`config.mk`:
```
export PLATFORM = sky130hd
export DESIGN_NAME = conv3x3_engine
export DESIGN_NICKNAME = d
export VERILOG_FILES = /design/src/rtl/conv3x3_engine.sv
export SDC_FILE = /design/constraint.sdc
export NUM_CORES = 1
export LEC_CHECK = 0
export ABC_AREA = 1
export CAP_MARGIN = 15
export CORE_MARGIN = 3
export CORE_UTILIZATION = 52
export CTS_CLUSTER_DIAMETER = 50
export DETAILED_ROUTE_END_ITERATION = 16
export PLACE_DENSITY = 0.72
export SYNTH_ARGS = -nofsm -noshare
export SYNTH_HDL_FRONTEND = slang
export SYNTH_SLANG_ARGS = --single-unit
```
`constraint.sdc`:
```
create_clock -name clk -period 5.3 [get_ports clk]
set_input_delay 1.06 -clock clk [delete_from_list [all_inputs] [get_ports clk]]
set_output_delay 1.06 -clock clk [all_outputs]
set_load 0.1 [all_outputs]
```
`src/rtl/conv3x3_engine.sv`:
```
// 3x3 convolution engine: 3-stage multiply / sum / shift-clamp pipeline with frame position tracking.
// Optional macro CONV3X3_ABS_EN: take |shifted sum| before clamping (edge-magnitude mode).
module conv3x3_engine #(
  parameter int IMG_W = 256,
  parameter int IMG_H = 32
) (
  input  logic        clk,
  input  logic        rst_n,
  input  logic        in_valid,
  input  logic [71:0] win,
  input  logic [35:0] coef,
  input  logic [2:0]  shift,
  output logic        out_valid,
  output logic [7:0]  out_pixel,
  output logic [8:0]  out_col,
  output logic [5:0]  out_row,
  output logic        busy,
  output logic        frame_done
);
  localparam int STAGES = 3;
  localparam int TAPS   = 9;
  localparam logic [8:0] COL_MAX = 9'(IMG_W - 1);
  localparam logic [5:0] ROW_MAX = 6'(IMG_H - 1);

  localparam logic [1:0] S_IDLE = 2'd0;
  localparam logic [1:0] S_RUN  = 2'd1;
  localparam logic [1:0] S_DONE = 2'd2;

  logic [STAGES:1]            vld_pipe;
  logic [TAPS-1:0][12:0]      prod;
  logic [2:0]                 sh1, sh2;
  logic signed [16:0]         sum_c, sum2;
  logic signed [16:0]         shifted, mag;
  logic [7:0]                 pix_c;
  logic [8:0]                 col_nxt;
  logic [5:0]                 row_nxt;
  logic                       last_px;
  logic [1:0]                 state;

  always_ff @(posedge clk) begin
    if (!rst_n) vld_pipe <= '0;
    else        vld_pipe <= {vld_pipe[STAGES-1:1], in_valid};
  end

  // Stage 1: pixels zero-extended, coefficients sign-extended, product fits 13 bits.
  always_ff @(posedge clk) begin
    if (in_valid) begin
      for (int i = 0; i < TAPS; i++)
        prod[i] <= $signed({5'd0, win[8*i +: 8]}) * $signed({{9{coef[4*i+3]}}, coef[4*i +: 4]});
      sh1 <= shift;
    end
  end

  always_comb begin
    sum_c = '0;
    for (int i = 0; i < TAPS; i++)
      sum_c = sum_c + $signed({{4{prod[i][12]}}, prod[i]});
  end

  // Stage 2: 9 * |-2040| = 18360 stays well inside 17-bit signed.
  always_ff @(posedge clk) begin
    if (vld_pipe[1]) begin
      sum2 <= sum_c;
      sh2  <= sh1;
    end
  end

  always_comb begin
    shifted = sum2 >>> sh2;
`ifdef CONV3X3_ABS_EN
    mag = shifted[16] ? -shifted : shifted;
`else
    mag = shifted;
`endif
    if (mag[16])              pix_c = 8'd0;
    else if (mag > 17'sd255)  pix_c = 8'hFF;
    else                      pix_c = mag[7:0];
  end

  // Stage 3 plus output position; out_pixel forced to 0 on bubbles.
  assign last_px = (col_nxt == COL_MAX) && (row_nxt == ROW_MAX);

  always_ff @(posedge clk) begin
    if (!rst_n) begin
      out_valid  <= 1'b0;
      out_pixel  <= 8'd0;
      out_col    <= 9'd0;
      out_row    <= 6'd0;
      col_nxt    <= 9'd0;
      row_nxt    <= 6'd0;
      frame_done <= 1'b0;
    end else begin
      out_valid  <= vld_pipe[2];
      out_pixel  <= vld_pipe[2] ? pix_c : 8'd0;
      frame_done <= vld_pipe[2] && last_px;
      if (vld_pipe[2]) begin
        out_col <= col_nxt;
        out_row <= row_nxt;
        if (col_nxt == COL_MAX) begin
          col_nxt <= 9'd0;
          row_nxt <= (row_nxt == ROW_MAX) ? 6'd0 : row_nxt + 6'd1;
        end else begin
          col_nxt <= col_nxt + 9'd1;
        end
      end
    end
  end

  // Anything in the pipeline while IDLE was accepted during DONE and belongs to the next frame.
  always_ff @(posedge clk) begin
    if (!rst_n) state <= S_IDLE;
    else begin
      case (state)
        S_IDLE:  if (in_valid || (|vld_pipe)) state <= S_RUN;
        S_RUN:   if (frame_done) state <= S_DONE;
        S_DONE:  state <= S_IDLE;
        default: state <= S_IDLE;
      endcase
    end
  end

  assign busy = (state == S_RUN) || ((state == S_IDLE) && (|vld_pipe));
endmodule

```
==> impl_metrics.py <==
metrics = {
    "floorplanning": {
        "coreArea_sq_um": 35800,
        "die_y_um": 198,
        "die_area_sq_um": 39000,
        "io_pins": 140,
        "start_util_pct": 53.2,
        "die-width_um": 198,
        "num_rows": 69,
    },
    "clocking": {
        "clk_pin_slew_ns": 0.07,
        "cts_tree": "done",
        "cts.sinks": 184,
        "cts_hold_buf": 0,
        "cts-root-buf": "clkbuf_16",
        "clock_latency_ns": 0.44,
        "post_cts_buffers": 0,
        "numCtsBuffers": 17,
        "cts_buffer_depth": 2,
        "htreeDepth": 4,
        "cts_resized": 0,
    },
    "timing": {
        "setup_viol": 0,
        "fin_crit_ns": 4.77,
        "slew_headroom_pct": 34.9,
        "max_freq_mhz": 210,
        "rsz0062_at_grt": "false",
        "skew_ns": 0.0122,
        "slew_violations": 0,
        "worst_pin_slew_ns": 0.974,
        "finalSetupTns_ns": 0,
        "hold_viol": 0,
        "fin_crit_sh_pct": 89.9,
    },
    "worst_setup_path": {
        "crit_family": "adder cells",
        "end_kind": "flip-flop",
        "critPathMaxFanout": 3,
        "crit_cells": 15,
        "crit_end": "prod[87]",
        "r2r-end": "sum2[14]",
        "crit_path_cell_trace": "clkdlybuf4s50_1, inv_1, or2_2, fa_1, fa_1, fa_1, inv_1, ha_1, inv_1, fa_1, o21ai_0, a21oi_1, nor2_1, nor2_1, xnor2_1",
        "critical_path_required_ns": 5.49,
        "path_class": "in2reg",
        "cpMaxStageDelayCell": "fa_1",
        "cp-start-kind": "input port",
        "rrSetupSlack_ns": 0.79,
        "worst_path_largest_cell_delay_ns": 0.58,
        "r2r-start": "prod[41]",
        "cp.arrival_ns": 4.95,
        "crit_top_cell": "fa_1",
        "cp-startpoint": "coef[27]",
        "ff2ff_path_depth": 15,
        "crit_buf_inv": 4,
    },
    "global_routing": {
        "overflow": 0,
        "grt_pass1_wl_um": 66000,
        "grt_max_degree": 61,
        "grt_pass1_vias": 14029,
        "track_usage_pct": 20.8,
        "antenna_found_initial": 0,
    },
    "yosys": {
        "synth_area_leader_cell": "fa_1",
        "netlist_area_sq_um": 19100,
        "synth.distinct_cells": 41,
        "synth_area_leaders": "fa_1 22%, edfxtp_1 22%, ha_1 16%",
        "ys_seq_elements": 184,
        "avgSynthCellArea_sq_um": 8.95,
        "synth_ff_type": "edfxtp_1",
        "synth_most_common_cell": "inv_1",
        "ys_warn_count": 0,
        "yosysTopAreaCellShare_pct": 22.1,
        "async_flop_share_pct": 0,
        "netlist_instances": 2130,
        "ys_seq_area_share_pct": 26.7,
        "synth_common_cells": "517 x inv_1, 401 x nand2_1, 244 x ha_1, 211 x fa_1, 140 x edfxtp_1",
        "syn_nets": 2699,
        "synth_edf_count": 140,
    },
    "finish": {
        "diodes": 0,
        "area_delta_synth_final_pct": 13.7,
        "ff_latch_area_sq_um": 5080,
        "multi_input_area_sq_um": 11900,
        "drive_gt1_share_pct": 5.41,
        "fill_cells": 3014,
        "fin_nets": 2848,
        "fin_area_sq_um": 21700,
    },
    "detailed_routing": {
        "drt_pass1_iterations": 5,
        "via_per_inst": 5.03,
        "drc": 0,
        "drt_iter0_drc": 693,
        "routed_wl_um": 39000,
        "avgRoutedWirePerCell_um": 14.2,
        "num_vias": 13860,
        "ant_nets": 0,
    },
    "placed_design": {
        "place.gp.congestion": 0.913,
        "portBuffers": 139,
        "post-dp-hpwl_um": 33300,
        "post_dp_cell_area_sq_um": 21100,
    },
    "outcome": {
        "outcome": "completed",
    },
    "worst_hold_path": {
        "worstHoldPathType": "reg2reg",
    },
    "flow_run": {
        "drv_cap": 0,
    },
}
==> per-layer routing <==
metal / vias to the layer above / GRT usage (%) / wire length [um] / share of wire (%)
li1: 6909 / - / - / -
met1: 6654 / 27.4 / 17400 / 45
met5: - / 0 / 0 / 0
met3: 32 / 2.78 / 1480 / 3.8
met2: 265 / 37.0 / 19600 / 50
met4: 0 / 4.27 / 561 / 1.4
==> final cells by class <==
class	instances	share of cell area, %
Multi-Input combinational cell	1384	54.7
Sequential cell	184	23.4
Inverter	521	9.02
Timing Repair Buffer	171	7.51
Tap cell	461	2.66
Clock buffer	18	1.98
Clock inverter	14	0.738
==> logic make-up after synthesis <==
family                     Yosys count  share of synthesized area (%)
and+or+nand+nor                    631                           14.0
AOI/OAI and AO/OA                  215                           6.21
adders and majority gates          455                           38.2
DFF                                184                           26.7
buffers and inverters              562                           11.2
xor gates and xnor gates            83                           3.81
==> how the worst min path moves through the flow <==
stage | cells after the start | slack (ns) | to | from
2_1_floorplan | 0 | 0.40 | sh2[0] | sh1[0]
3_3_place_gp | 0 | 0.42 | sh2[2] | sh1[2]
3_5_place_dp | 0 | 0.42 | sh2[0] | sh1[0]
4_1_cts | 0 | 0.43 | sh2[0] | sh1[0]
5_1_grt | 0 | 0.45 | sh2[0] | sh1[0]
6_report | 0 | 0.43 | sh2[0] | sh1[0]
==> metrics by stage <==
| stage | utilization [%] | std cells | hold slack [ns] | worst slack [ns] |
|---|---|---|---|---|
| finish | 60.5 | 2753 | 0.428 | 0.534 |
| global route | 60.5 | 2753 | 0.446 | 0.337 |
| floorplan | - | 2130 | 0.400 | 0.795 |
| detailed placement | 58.9 | 2721 | 0.418 | 0.106 |
| global placement | 58.9 | 2721 | 0.419 | 0.220 |
| CTS | 60.5 | 2753 | 0.434 | 0.565 |
==> sequential cells by signal, indices dropped and copies added (netlist names) <==
signal      flops
vld_pipe        3
out_row         6
sh2             3
col_nxt         9
sum2           17
row_nxt         6
out_col         9
prod          117
out_pixel       8
sh1             3
state           2
frame_done      1
==> placed cells by master (no fill, tap or decap), types with 4 or more instances in the layout <==
cell type	instances
inv_1	517
nand2_1	401
ha_1	244
fa_1	211
edfxtp_1	140
clkdlybuf4s50_1	138
a21oi_1	111
nor2_1	94
o21ai_0	59
xor2_1	58
or2_2	51
nand3_1	47
dfxtp_1	44
buf_4	33
xnor2_1	25
nand4_1	18
clkbuf_16	17
a21o_1	14
o211ai_1	12
nor3_1	8
inv_6	6
a31oi_1	4
Power is not shown: default switching activity piles up to over one toggle a cycle in this logic, so the estimate is an artifact.
